--- config.mk ---
export PLATFORM = sky130hd
export DESIGN_NAME = regfile_scan_ctrl_flat
export DESIGN_NICKNAME = d
export VERILOG_FILES = /design/src/rtl/regfile_scan_ctrl_pkg.sv /design/src/rtl/regfile_scan_ctrl_if.sv /design/src/rtl/regfile_scan_ctrl_scan_out_reg.sv /design/src/rtl/regfile_scan_ctrl.sv /design/src/flat_wrapper.sv
export SDC_FILE = /design/constraint.sdc
export NUM_CORES = 1
export LEC_CHECK = 0
export CELL_PAD_IN_SITES_DETAIL_PLACEMENT = 0
export CELL_PAD_IN_SITES_GLOBAL_PLACEMENT = 1
export CORE_UTILIZATION = 32
export CTS_CLUSTER_DIAMETER = 80
export CTS_CLUSTER_SIZE = 20
export DETAILED_ROUTE_END_ITERATION = 8
export GPL_TIMING_DRIVEN = 0
export PLACE_DENSITY = 0.85
export SYNTH_ARGS = -nofsm -noshare
export SYNTH_HDL_FRONTEND = slang
export SYNTH_HIERARCHICAL = 1
export SYNTH_SLANG_ARGS = --single-unit
export TNS_END_PERCENT = 30
--- constraint.sdc ---
create_clock -name i_clk -period 3.11 [get_ports i_clk]
set_input_delay 0.622 -clock i_clk [delete_from_list [all_inputs] [get_ports i_clk]]
set_output_delay 0.622 -clock i_clk [all_outputs]
set_load 0.01 [all_outputs]
--- src/rtl/regfile_scan_ctrl_pkg.sv ---
// ----------------------------------------------------------------------------
// regfile_scan_ctrl_pkg
// Shared definitions for the register-file scan controller: the controller
// state encoding and the default geometry and starvation constants.
// No ports (package).
// ----------------------------------------------------------------------------
package regfile_scan_ctrl_pkg;

    typedef enum logic [1:0] {
        ST_IDLE  = 2'd0,
        ST_SCAN  = 2'd1,
        ST_DRAIN = 2'd2
    } scan_state_t;

    localparam int NREGS_DEF      = 32;
    localparam int AW_DEF         = 5;
    localparam int DW_DEF         = 32;
    localparam int STARVE_MAX_DEF = 15;

    // Width of the starvation counter; STARVE_MAX is limited to 1..255.
    localparam int STARVE_W       = 8;

endpackage

--- src/rtl/regfile_scan_ctrl_if.sv ---
// ----------------------------------------------------------------------------
// regfile_scan_ctrl_if
// Bundles the scanner's external signals: the start/status pair, the shared
// register-file read port (CPU request side and address/data), and the
// valid/ready output stream to the text renderer.
//   master : the scan controller
//   slave  : the surrounding system (CPU, register file, renderer)
// ----------------------------------------------------------------------------
interface regfile_scan_ctrl_if
    import regfile_scan_ctrl_pkg::*;
#(
    parameter int AW = AW_DEF,
    parameter int DW = DW_DEF
) ();

    logic          start;
    logic          busy;
    logic          done;

    logic          cpu_req;
    logic [AW-1:0] cpu_adr;
    logic          cpu_stall;
    logic [AW-1:0] rf_adr;
    logic [DW-1:0] rf_data;

    logic          out_valid;
    logic          out_ready;
    logic [AW-1:0] out_idx;
    logic [DW-1:0] out_data;

    modport master (
        input  start, cpu_req, cpu_adr, rf_data, out_ready,
        output busy, done, cpu_stall, rf_adr, out_valid, out_idx, out_data
    );

    modport slave (
        output start, cpu_req, cpu_adr, rf_data, out_ready,
        input  busy, done, cpu_stall, rf_adr, out_valid, out_idx, out_data
    );

endinterface

--- src/rtl/regfile_scan_ctrl_scan_out_reg.sv ---
// ----------------------------------------------------------------------------
// scan_out_reg
// Valid/ready output holding register. A load captures (idx, data) and raises
// valid; the word then holds until accepted. Load has priority over the
// accept-clear so a capture in the handshake cycle hands over back-to-back.
// Ports:
//   i_clk, i_rst   clock, synchronous active-high reset
//   i_load         capture i_idx / i_data this cycle
//   i_idx, i_data  word to capture
//   i_ready        consumer accepts the current word
//   o_valid, o_idx, o_data  held output word
// ----------------------------------------------------------------------------
module scan_out_reg #(
    parameter int AW = 5,
    parameter int DW = 32
) (
    input  logic          i_clk,
    input  logic          i_rst,
    input  logic          i_load,
    input  logic [AW-1:0] i_idx,
    input  logic [DW-1:0] i_data,
    input  logic          i_ready,
    output logic          o_valid,
    output logic [AW-1:0] o_idx,
    output logic [DW-1:0] o_data
);

    logic          r_valid;
    logic [AW-1:0] r_idx;
    logic [DW-1:0] r_data;

    always_ff @(posedge i_clk) begin
        if (i_rst) begin
            r_valid <= 1'b0;
            r_idx   <= '0;
            r_data  <= '0;
        end else if (i_load) begin
            r_valid <= 1'b1;
            r_idx   <= i_idx;
            r_data  <= i_data;
        end else if (r_valid && i_ready) begin
            r_valid <= 1'b0;
        end
    end

    assign o_valid = r_valid;
    assign o_idx   = r_idx;
    assign o_data  = r_data;

endmodule

--- src/rtl/regfile_scan_ctrl.sv ---
// ----------------------------------------------------------------------------
// regfile_scan_ctrl
// Register-file scan controller for the debug display. On start it reads
// registers 0..NREGS-1 through the register file's second read port, which
// it shares with the CPU, and streams (index, data) words to the renderer.
// The CPU has priority, but after STARVE_MAX denied cycles the scanner forces
// a grant (stalling the CPU for that one cycle) so a scan always completes.
// Ports:
//   i_clk, i_rst  clock, synchronous active-high reset
//   bus (master)  start/busy/done, CPU request + shared read port,
//                 valid/ready output stream
// ----------------------------------------------------------------------------
module regfile_scan_ctrl
    import regfile_scan_ctrl_pkg::*;
#(
    parameter int NREGS      = NREGS_DEF,
    parameter int AW         = AW_DEF,
    parameter int DW         = DW_DEF,
    parameter int STARVE_MAX = STARVE_MAX_DEF
) (
    input  logic                i_clk,
    input  logic                i_rst,
    regfile_scan_ctrl_if.master bus
);

    scan_state_t         r_state;
    scan_state_t         w_state_nxt;
    logic [AW-1:0]       r_scan_idx;
    logic [STARVE_W-1:0] r_starve_cnt;
    logic                r_done;

    logic                w_out_valid;
    logic [AW-1:0]       w_out_idx;
    logic [DW-1:0]       w_out_data;

    logic                w_handshake;
    logic                w_slot_free;
    logic                w_want;
    logic                w_force;
    logic                w_grant;
    logic                w_last;
    logic                w_done_nxt;

    // The scanner only asks for the port when its output slot can take a word.
    assign w_handshake = w_out_valid && bus.out_ready;
    assign w_slot_free = !w_out_valid || bus.out_ready;
    assign w_want      = (r_state == ST_SCAN) && w_slot_free;
    assign w_force     = w_want && bus.cpu_req &&
                         (r_starve_cnt == STARVE_W'(STARVE_MAX));
    assign w_grant     = w_want && (!bus.cpu_req || w_force);
    assign w_last      = (r_scan_idx == AW'(NREGS - 1));

    always_ff @(posedge i_clk) begin
        if (i_rst) begin
            r_state <= ST_IDLE;
        end else begin
            r_state <= w_state_nxt;
        end
    end

    always_comb begin
        w_state_nxt = r_state;
        w_done_nxt  = 1'b0;
        case (r_state)
            ST_IDLE: begin
                if (bus.start) begin
                    w_state_nxt = ST_SCAN;
                end
            end
            ST_SCAN: begin
                if (w_grant && w_last) begin
                    w_state_nxt = ST_DRAIN;
                end
            end
            ST_DRAIN: begin
                if (w_handshake) begin
                    w_state_nxt = ST_IDLE;
                    w_done_nxt  = 1'b1;
                end
            end
            default: begin
                w_state_nxt = ST_IDLE;
            end
        endcase
    end

    always_ff @(posedge i_clk) begin
        if (i_rst) begin
            r_scan_idx   <= '0;
            r_starve_cnt <= '0;
            r_done       <= 1'b0;
        end else begin
            r_done <= w_done_nxt;

            if (r_state == ST_IDLE && bus.start) begin
                r_scan_idx <= '0;
            end else if (w_grant && !w_last) begin
                r_scan_idx <= r_scan_idx + AW'(1);
            end

            // Counts only cycles the scanner was ready but lost to the CPU;
            // saturates so an out-of-range STARVE_MAX cannot wrap it.
            if (r_state != ST_SCAN || w_grant) begin
                r_starve_cnt <= '0;
            end else if (w_want && bus.cpu_req && !w_force &&
                         r_starve_cnt != {STARVE_W{1'b1}}) begin
                r_starve_cnt <= r_starve_cnt + STARVE_W'(1);
            end
        end
    end

    scan_out_reg #(
        .AW (AW),
        .DW (DW)
    ) u_out_reg (
        .i_clk   (i_clk),
        .i_rst   (i_rst),
        .i_load  (w_grant),
        .i_idx   (r_scan_idx),
        .i_data  (bus.rf_data),
        .i_ready (bus.out_ready),
        .o_valid (w_out_valid),
        .o_idx   (w_out_idx),
        .o_data  (w_out_data)
    );

    assign bus.cpu_stall = w_force;
    assign bus.rf_adr    = w_grant ? r_scan_idx : bus.cpu_adr;
    assign bus.out_valid = w_out_valid;
    assign bus.out_idx   = w_out_idx;
    assign bus.out_data  = w_out_data;
    assign bus.busy      = (r_state != ST_IDLE);
    assign bus.done      = r_done;

endmodule

--- src/flat_wrapper.sv ---
// flat-port wrapper written by rule: the top's interface ports become plain ports
module regfile_scan_ctrl_flat import regfile_scan_ctrl_pkg::*;
#(
    parameter int NREGS      = NREGS_DEF,
    parameter int AW         = AW_DEF,
    parameter int DW         = DW_DEF,
    parameter int STARVE_MAX = STARVE_MAX_DEF
)
  (i_clk, i_rst, bus_start, bus_cpu_req, bus_cpu_adr, bus_rf_data, bus_out_ready, bus_busy, bus_done, bus_cpu_stall, bus_rf_adr, bus_out_valid, bus_out_idx, bus_out_data);
  regfile_scan_ctrl_if #(.AW(AW), .DW(DW)) bus_i ();
  input  logic i_clk;
  input  logic i_rst;
  input wire logic [$bits(bus_i.start)-1:0] bus_start;
  input wire logic [$bits(bus_i.cpu_req)-1:0] bus_cpu_req;
  input wire logic [$bits(bus_i.cpu_adr)-1:0] bus_cpu_adr;
  input wire logic [$bits(bus_i.rf_data)-1:0] bus_rf_data;
  input wire logic [$bits(bus_i.out_ready)-1:0] bus_out_ready;
  output wire logic [$bits(bus_i.busy)-1:0] bus_busy;
  output wire logic [$bits(bus_i.done)-1:0] bus_done;
  output wire logic [$bits(bus_i.cpu_stall)-1:0] bus_cpu_stall;
  output wire logic [$bits(bus_i.rf_adr)-1:0] bus_rf_adr;
  output wire logic [$bits(bus_i.out_valid)-1:0] bus_out_valid;
  output wire logic [$bits(bus_i.out_idx)-1:0] bus_out_idx;
  output wire logic [$bits(bus_i.out_data)-1:0] bus_out_data;
  assign bus_i.start = bus_start;
  assign bus_i.cpu_req = bus_cpu_req;
  assign bus_i.cpu_adr = bus_cpu_adr;
  assign bus_i.rf_data = bus_rf_data;
  assign bus_i.out_ready = bus_out_ready;
  assign bus_busy = bus_i.busy;
  assign bus_done = bus_i.done;
  assign bus_cpu_stall = bus_i.cpu_stall;
  assign bus_rf_adr = bus_i.rf_adr;
  assign bus_out_valid = bus_i.out_valid;
  assign bus_out_idx = bus_i.out_idx;
  assign bus_out_data = bus_i.out_data;
  regfile_scan_ctrl #(.NREGS(NREGS), .AW(AW), .DW(DW), .STARVE_MAX(STARVE_MAX)) u_core (.i_clk(i_clk), .i_rst(i_rst), .bus(bus_i));
endmodule
==> reports/metrics.cfg, run 1 <==
[worst_setup_path]
critPathSlowestCell=clkdlybuf4s50_1
cp_data_required_time_ns=2.49
path_buf_inv=2
critPathMaxFanout=7
crit_chain=or4_4 -> buf_6 -> o21ai_4 -> nand2_4 -> mux2_2 -> clkdlybuf4s50_1
cp-start-kind=flip-flop
end_kind=output pin
crit_type=reg2out
crit_family=buffers and inverters
max_stage_delay_ns=0.52
cp.arrival_ns=2.41

[floorplan]
die_w_um=86.2
std_cell_rows=30
start_util=0.332
die_h_um=86.2
core_area_mm2=0.00683
ios=88
die_area_mm2=0.00744

[synthesis]
syn_avg_cell_area_um2=9.92
syn_nets=274
syn_area_mm2=0.00227
yosysUniqueCellTypes=40
synth-simple-area-share=0.190
ys_warn_count=6
ys_ff_latch=54
syn_inst=229
synth_compound_area_frac=0.0689
synth_xor_area_frac=0
ys_seq_area_frac=0.476
synthAdderAreaFrac=0.0165
muxShareOfSynthArea=0.206
synth_top_family_by_area=multiplexers

[detailed_routing]
routedWlPerCell_um=12.7
dr.pass1.iters=4
wirelength_mm=5.32
vias_per_cell=4.68
drtIter0Drc=48
num_vias=1965
ant_nets=0
drc=0

[cells_and_area]
area_growth_pct=50.0
seqCellArea_mm2=0.00108
diodes=0
layout.nets=368
multi_input_area_mm2=0.00111
fillers=681
drive_above_1_share=0.0833
final_util=0.499

[power]
power.leakage_uw=0.00130
p_int_uw=1080
pwr-share-seq=0.510
powerDensity_mw_per_mm2=417
p_switching_uw=337
ir_drop_mv=0.268
swShare=0.237
combPwrFrac=0.150
clkPwrFrac=0.339

[placement]
io_buffers=87
pre_cts_slack_ns=-0.00717
dp_hpwl_mm=3.88
routabilityCongestion=0.794

[sta]
tightest_slew_ns=0.630
setup_viol=0
setup_slack_ns=0.0763
post-route-period-util=0.975
max_freq_ghz=0.330
maxSlewHeadroom=0.577
hold_viol_final=0
slew_viol_final=0
rsz0062_at_grt=true
whs_ns=0.494
finalCriticalPeriod_ns=3.03
finClkSkew_ns=0.00378

[run]
drv_cap=0

[clock_network]
clkSinkCount=54
cts-root-buf=clkbuf_8
htree_levels=2
max-clock-path-buffers=2
post_cts_buffers=0
cts_tree=yes
path_clk_slew_ns=0.10
numCtsBuffers=5
clk_latency_ns=0.31

[global_routing]
use_met3=0.0552
grt_start_max_net_pins=18
met2_usage=0.238
grt_pass1_wl_mm=8.73
antenna_found_initial=0
overflow=0
use_met1=0.186
grt-busiest-layer=met2
track_usage=0.147
grt_pass1_vias=1892

[min_path]
hp-class=reg2reg

[status]
status=finished, final reports clean

## worst min-delay path: stages (launching register included)
cell and delay [ns]:
dfxtp_2 0.35, o31ai_1 0.06, a21oi_1 0.05
## through the flow
step / setup TNS (ns) / total power (uW) / area [um^2] / instances
global route: -0.00187 / 1490 / 3410 / 420
CTS: 0 / 1440 / 3390 / 420
finish: 0 / 1420 / 3410 / 420
global placement: -0.111 / 954 / 3260 / 412
floorplan: 0 / 835 / 2270 / 229
detailed placement: -0.0164 / 955 / 3260 / 412
## synthesized netlist by cell type (all sizes together)
master   count  area, um^2
mux2i       41         410
inv          3        11.3
a21oi       10        50.1
a311oi       1        8.76
nand2b       3        18.8
and4         1        8.76
buf          7        80.1
nor2        43         161
or2          1        6.26
a21o         1        7.51
a21boi       1        7.51
ha           3        37.5
o41ai        1        8.76
nor3         2        10.0
a41o         1        10.0
nor2b        2        12.5
or4b         1        10.0
nor4b        1        8.76
a211oi       1        7.51
nor3b        2        15.0
a2111oi      1        8.76
dfxtp       54        1080
o21ai        5        25.0
and3         4        25.0
nand2       11        41.3
nand4        3        18.8
o21a         1        7.51
clkbuf       2        7.51
or4          3        26.3
mux2         5        56.3
nand3        7        35.0
nand3b       1        7.51
or3          4        25.0
o31ai        2        15.0
## power by group through the flow
stage	combinational (uW)	clock (uW)	sequential, uW
6_report	213	482	725
5_1_grt	231	525	729
3_3_place_gp	213	0	740
4_1_cts	218	499	726
2_1_floorplan	86.3	0	749
3_5_place_dp	214	0	741
## state kept, by name, summed over array words and instances (netlist names)
name / flops
u_core/bus.done: 1
u_core/r_state: 2
u_core/r_starve_cnt: 8
u_core/u_out_reg/o_data: 32
u_core/u_out_reg/o_valid: 1
u_core/r_scan_idx: 5
u_core/u_out_reg/o_idx: 5
## cell type report
class                           count  area share
Sequential cell                    54       0.318
Inverter                            3     0.00331
Timing Repair Buffer               87       0.259
Buffer                              9      0.0257
Tap cell                           96      0.0353
Clock inverter                      3      0.0129
Multi-Input combinational cell    163       0.326
Clock buffer                        5      0.0202
## logic make-up after synthesis
kind of cell,Yosys count
compound gates,25
buf+inv,12
mux,46
simple gates,89
flops,54
fa+ha+maj,3
## path summary, 6_finish.rpt
check,from,to,slack (ns),depth (start not counted)
setup / recovery,u_core/r_starve_cnt[4]$_SDFFE_PP0P_,bus_rf_adr[0],0.08,6
setup reg to reg,u_core/r_starve_cnt[4]$_SDFFE_PP0P_,u_core/u_out_reg/o_data[30]$_SDFFE_PP0P_,0.90,9
hold reg to reg,u_core/r_starve_cnt[7]$_SDFFE_PP0P_,u_core/r_starve_cnt[7]$_SDFFE_PP0P_,0.49,2
hold / removal,u_core/r_starve_cnt[7]$_SDFFE_PP0P_,u_core/r_starve_cnt[7]$_SDFFE_PP0P_,0.49,2
## cell usage in the layout, fill, tap and decap left out, types with 2 or more instances in the layout
cell type | synthesis | final
clkdlybuf4s50_1 | 0 | 83
dfxtp_1 | 54 | 52
nor2_1 | 43 | 43
mux2i_1 | 41 | 41
a21oi_1 | 10 | 10
nand2_1 | 11 | 10
nand3_1 | 7 | 7
clkbuf_8 | 0 | 5
mux2_2 | 5 | 5
dlymetal6s2s_1 | 0 | 4
and3_1 | 4 | 4
or3_1 | 4 | 4
nand2b_1 | 3 | 3
nand4_1 | 3 | 3
o21ai_0 | 3 | 3
ha_1 | 3 | 3
buf_6 | 2 | 2
nor2b_1 | 2 | 2
inv_1 | 2 | 2
nor3_1 | 2 | 2
nor3b_1 | 2 | 2
o31ai_1 | 2 | 2
or4_1 | 2 | 2
dfxtp_2 | 0 | 2
buf_2 | 2 | 2
clkbuf_1 | 2 | 2
buf_12 | 2 | 2
## timing repair
action | CTS | global route
hold endpoints to repair | 0 | 0
pin swaps | 0 | 1
setup endpoints to repair | 5 | 5
gates resized for setup | 5 | 5
hold buffers | 0 | 0
## per-layer routing
metal	up-vias	part of all wire
met2	56	0.46
met4	0	0.0096
met1	904	0.45
met5	-	0
met3	5	0.076
li1	1000	-
Power figures use the tool's default switching activity.
==> run 2, diff against run 1 <==
--- a/config.mk
+++ b/config.mk
@@ -12,7 +12,8 @@
 export CTS_CLUSTER_SIZE = 20
 export DETAILED_ROUTE_END_ITERATION = 8
 export GPL_TIMING_DRIVEN = 0
-export PLACE_DENSITY = 0.85
+export MAX_ROUTING_LAYER = met4
+export PLACE_DENSITY_LB_ADDON = 0.1
 export SYNTH_ARGS = -nofsm -noshare
 export SYNTH_HDL_FRONTEND = slang
 export SYNTH_HIERARCHICAL = 1
==> run 2 against run 1 <==
Count of clock-buffer cells in the layout increased by 1. Register-to-register slack about the same. Cell count increased by 0.48%. Clock power decreased by 13%. Power decreased by 4.2%. First-iteration DRC count increased by 42%. Die area unchanged. Sequential power about the same. Critical path depth unchanged. Maximum frequency about the same.
==> reports/metrics.cfg, run 2 (synthesized netlist as in run 1, its figures left out) <==
[detailed_routing]
drc=0
vias_per_cell=4.61
routedWlPerCell_um=12.8
dr.pass1.iters=4
num_vias=1946
wirelength_mm=5.41
ant_nets=0
drtIter0Drc=68

[floorplan]
die_w_um=86.2
start_util=0.332
ios=88
core_area_mm2=0.00683
std_cell_rows=30
die_h_um=86.2
die_area_mm2=0.00744

[run]
drv_cap=0

[cells_and_area]
largest_register_ffs=32
final_cell_mix=clkdlybuf4s50_1 (86), dfxtp_1 (53), nor2_1 (42), mux2i_1 (41)
multi_input_area_mm2=0.00111
seqCellArea_mm2=0.00108
layout.nets=370
mostFrequentLayoutCell=clkdlybuf4s50_1
diodes=0
final_cell_area_mm2=0.00340
fillers=687
drive_above_1_share=0.0890
area_growth_pct=49.8

[min_path]
hp-class=reg2reg

[placement]
io_buffers=87
place_area_mm2=0.00326
dp_hpwl_mm=4.06
routabilityCongestion=0.782

[sta]
max_freq_ghz=0.330
setup_viol=0
tightest_slew_ns=0.647
finClkSkew_ns=0.00927
setup_tns_ns=0
maxSlewHeadroom=0.566
finalCriticalPeriod_ns=3.03
slew_viol_final=0
hold_viol_final=0
post-route-period-util=0.975

[worst_setup_path]
cp_data_required_time_ns=2.49
cp.arrival_ns=2.41
max_stage_delay_ns=0.54
critPathSlowestCell=or4_4
end_kind=output pin
crit_type=reg2out
crit_chain=or4_4 -> buf_6 -> o21ai_4 -> nand2_4 -> mux2_2 -> clkdlybuf4s50_1
r2r_slack_ns=0.90
cp-start-kind=flip-flop
critPathMaxFanout=6

[global_routing]
antenna_found_initial=0
track_usage=0.157
grt_pass1_vias=1806
grt_pass1_wl_mm=8.86
grt_start_max_net_pins=18
overflow=0

[clock_network]
cts_tree=yes
clk_latency_ns=0.31
numCtsBuffers=5
max-clock-path-buffers=2
path_clk_slew_ns=0.10
htree_levels=2
cts-root-buf=clkbuf_8
clkSinkCount=54

[power]
ir_drop_mv=0.176
power.leakage_uw=0.00127
powerDensity_mw_per_mm2=400

[status]
status=finished, final reports clean

==> run 2: area by class of cell <==
class                   count  share of cell area
plain buffers               9              0.0258
flip-flops and latches     54               0.318
repair buffers             89               0.261
clock inverters             2             0.00478
well taps                  96              0.0353
inverters                   3             0.00331
multi-input cells         163               0.327
clock buffers               6              0.0243
==> run 2: routing by layer <==
layer  vias to the layer above  share of wire  GRT usage
met4                         0          0.012     0.0500
met1                       886           0.46      0.195
met2                        54           0.46      0.249
met5                         -              0          -
li1                       1000              -          -
met3                         6          0.065     0.0448
==> run 2: worst paths after layout <==
check / startpoint / to / depth (start not counted)
worst max-delay path: u_core/r_starve_cnt[7]$_SDFFE_PP0P_ / bus_rf_adr[0] / 6
worst min-delay path: u_core/u_out_reg/o_data[18]$_SDFFE_PP0P_ / u_core/u_out_reg/o_data[18]$_SDFFE_PP0P_ / 2
worst max register to register: u_core/r_starve_cnt[7]$_SDFFE_PP0P_ / u_core/u_out_reg/o_data[23]$_SDFFE_PP0P_ / 9
worst min register to register: u_core/u_out_reg/o_data[18]$_SDFFE_PP0P_ / u_core/u_out_reg/o_data[18]$_SDFFE_PP0P_ / 2
==> run 2: power breakdown <==
part	switching, uW	internal [uW]
clock network	236	184
logic	85.2	132
registers	12.0	712
total	333	1030
==> run 2: what timing repair did <==
action | 4_1_cts | 5_1_grt
hold endpoints to repair | 0 | 0
buffers inserted | 0 | 2
gates resized for setup | 5 | 2
pin swaps | 0 | 1
endpoints found under the setup margin | 5 | 5
hold buffers | 0 | 0
==> run 2: critical path, delay by kind of cell (launching register included) <==
family / cells / cell delay, ns
AOI/OAI and AO/OA: 1 / 0.17
buffers and inverters: 2 / 0.69
DFF: 1 / 0.36
muxes: 1 / 0.24
and+or+nand+nor: 2 / 0.65
==> run 2: per-stage QoR <==
step	utilization	setup WS (ns)	total power, uW	hold WS (ns)	cells
2_1_floorplan	-	0.798	835	0.464	229
3_3_place_gp	0.477	-0.0115	955	0.471	412
3_5_place_dp	0.477	-0.00198	956	0.481	412
4_1_cts	0.495	0.00496	1380	0.506	420
5_1_grt	0.498	-0.0122	1430	0.530	422
6_report	0.498	0.0790	1360	0.497	422
==> run 3, diff against run 2 <==
--- a/config.mk
+++ b/config.mk
@@ -7,7 +7,7 @@
 export LEC_CHECK = 0
 export CELL_PAD_IN_SITES_DETAIL_PLACEMENT = 0
 export CELL_PAD_IN_SITES_GLOBAL_PLACEMENT = 1
-export CORE_UTILIZATION = 32
+export CORE_UTILIZATION = 29
 export CTS_CLUSTER_DIAMETER = 80
 export CTS_CLUSTER_SIZE = 20
 export DETAILED_ROUTE_END_ITERATION = 8
==> constraint.sdc (replaced) <==
create_clock -name i_clk -period 2.6 [get_ports i_clk]
set_input_delay 0.52 -clock i_clk [delete_from_list [all_inputs] [get_ports i_clk]]
set_output_delay 0.52 -clock i_clk [all_outputs]
set_load 0.01 [all_outputs]
==> run 3 against run 2 <==
Count of clock-buffer cells in the layout up 1. Register-to-register slack worse by 0.51 ns. First-iteration DRC count down 47%. Largest power group unchanged. Hold slack better by 0.0031 ns. Critical path depth down 1. Global-route usage down 1.3 points. Cell count up 1.4%. Via count up 1.2%. Final area up 0.85%. Utilization down 3.5 points.
==> reports/metrics.cfg, run 3 (synthesized netlist as in run 1, its figures left out) <==
[status]
status=finished, final reports clean

[cells_and_area]
final_cell_area_mm2=0.00343
mostFrequentLayoutCell=clkdlybuf4s50_1
drive_above_1_share=0.122
largest_register_ffs=32
layout.nets=373
diodes=0
final_cell_mix=clkdlybuf4s50_1 (80), dfxtp_1 (51), nor2_1 (42), mux2i_1 (41)
area_growth_pct=51.0
fillers=749

[floorplan]
ios=88
die_area_mm2=0.00819
die_w_um=90.5
die_h_um=90.5
core_area_mm2=0.00741
std_cell_rows=31
start_util=0.307

[power]
clkPwrFrac=0.331
combPwrFrac=0.154
ir_drop_mv=0.207
swShare=0.231
p_switching_uw=388
p_int_uw=1300
power.leakage_uw=0.00131
pwr-share-seq=0.515
powerDensity_mw_per_mm2=491
power_uw=1680

[placement]
routabilityCongestion=0.766
dp_hpwl_mm=4.10
io_buffers=87
place_area_mm2=0.00327

[global_routing]
grt_start_max_net_pins=16
grt_pass1_vias=1869
antenna_found_initial=0
overflow=0
grt_pass1_wl_mm=9.27
track_usage=0.144

[sta]
finalCriticalPeriod_ns=2.52
post-route-period-util=0.968
finClkSkew_ns=0.00549
hold_viol_final=0
maxSlewHeadroom=0.590
max_freq_ghz=0.397
setup_viol=0
slew_viol_final=0
tightest_slew_ns=0.611
whs_ns=0.500
rsz0062_at_grt=false

[worst_setup_path]
cp_data_required_time_ns=2.08
cp-start-kind=flip-flop
critPathSlowestCell=or4_4
end_kind=output pin
crit_type=reg2out
max_stage_delay_ns=0.59
cp.arrival_ns=2.00
crit_chain=or4_4 -> o21ai_4 -> nand2_4 -> mux2_4 -> buf_2
critPathMaxFanout=6

[run]
drv_cap=0

[clock_network]
cts_tree=yes
max-clock-path-buffers=2
clkSinkCount=54
path_clk_slew_ns=0.09
htree_levels=2
numCtsBuffers=5
clk_latency_ns=0.30
cts-root-buf=clkbuf_8

[min_path]
hp-class=reg2reg

[detailed_routing]
num_vias=1969
dr.pass1.iters=4
vias_per_cell=4.60
ant_nets=0
wirelength_mm=5.60
drtIter0Drc=36
drc=0
routedWlPerCell_um=13.1

-- run 3: path summary, 6_finish.rpt --
path / start / endpoint / slack [ns] / depth (start not counted)
worst max-delay path: u_core/r_starve_cnt[7]$_SDFFE_PP0P_ / bus_rf_adr[2] / 0.08 / 5
worst min-delay path: u_core/u_out_reg/o_data[18]$_SDFFE_PP0P_ / u_core/u_out_reg/o_data[18]$_SDFFE_PP0P_ / 0.50 / 2
worst max register to register: u_core/r_starve_cnt[7]$_SDFFE_PP0P_ / u_core/u_out_reg/o_data[26]$_SDFFE_PP0P_ / 0.39 / 9
worst min register to register: u_core/u_out_reg/o_data[18]$_SDFFE_PP0P_ / u_core/u_out_reg/o_data[18]$_SDFFE_PP0P_ / 0.50 / 2
-- run 3: metrics by stage --
stage | cells | utilization | setup WS (ns) | TNS (ns)
after global routing | 428 | 0.463 | 0.00393 | 0
final | 428 | 0.463 | 0.0841 | 0
after CTS | 427 | 0.462 | -0.0536 | -0.209
after global placement | 415 | 0.441 | -0.380 | -1.91
after detailed placement | 415 | 0.441 | -0.406 | -2.01
after floorplan | 229 | - | 0.390 | 0
-- run 3: worst max-delay path: cells and delay by family, from the launching register on --
kind / cells / cell delay, ns
buffers and inverters: 1 / 0.14
multiplexers: 1 / 0.31
flip-flops: 1 / 0.33
AND/OR/NAND/NOR: 2 / 0.70
AO/OA/AOI/OAI: 1 / 0.21
-- run 3: power groups by stage --
stage | combinational (uW) | sequential [uW] | clock (uW)
after floorplan | 103 | 896 | 0
after global placement | 258 | 886 | 0
after detailed placement | 260 | 886 | 0
after CTS | 263 | 866 | 581
after global routing | 280 | 871 | 613
final | 259 | 866 | 558
-- run 3: layout make-up --
type / count / area [um^2] / share of cell area
clock inverters: 1 / 30.0 / 0.00876
multi-input cells: 163 / 1130 / 0.329
plain buffers: 8 / 76.3 / 0.0223
well taps: 99 / 124 / 0.0361
flip-flops and latches: 54 / 1090 / 0.317
inverters: 3 / 11.3 / 0.00328
repair buffers: 93 / 896 / 0.261
clock buffers: 7 / 76.3 / 0.0223
-- run 3: metal layers --
metal  share of wire  vias up  wire [um]  global-route usage
li1                -     1011          -                   -
met1            0.49      902       2730               0.193
met2            0.45       52       2520               0.216
met3           0.055        4        310              0.0362
met4          0.0061        0         34              0.0363
met5               0        -          0                   -
-- run 3: timing repair --
item,in CTS,in global routing
pin swaps,1,2
resized for setup,26,10
buffers inserted,4,2
hold buffers,0,0
setup endpoints to repair,8,6
hold endpoints to repair,0,0
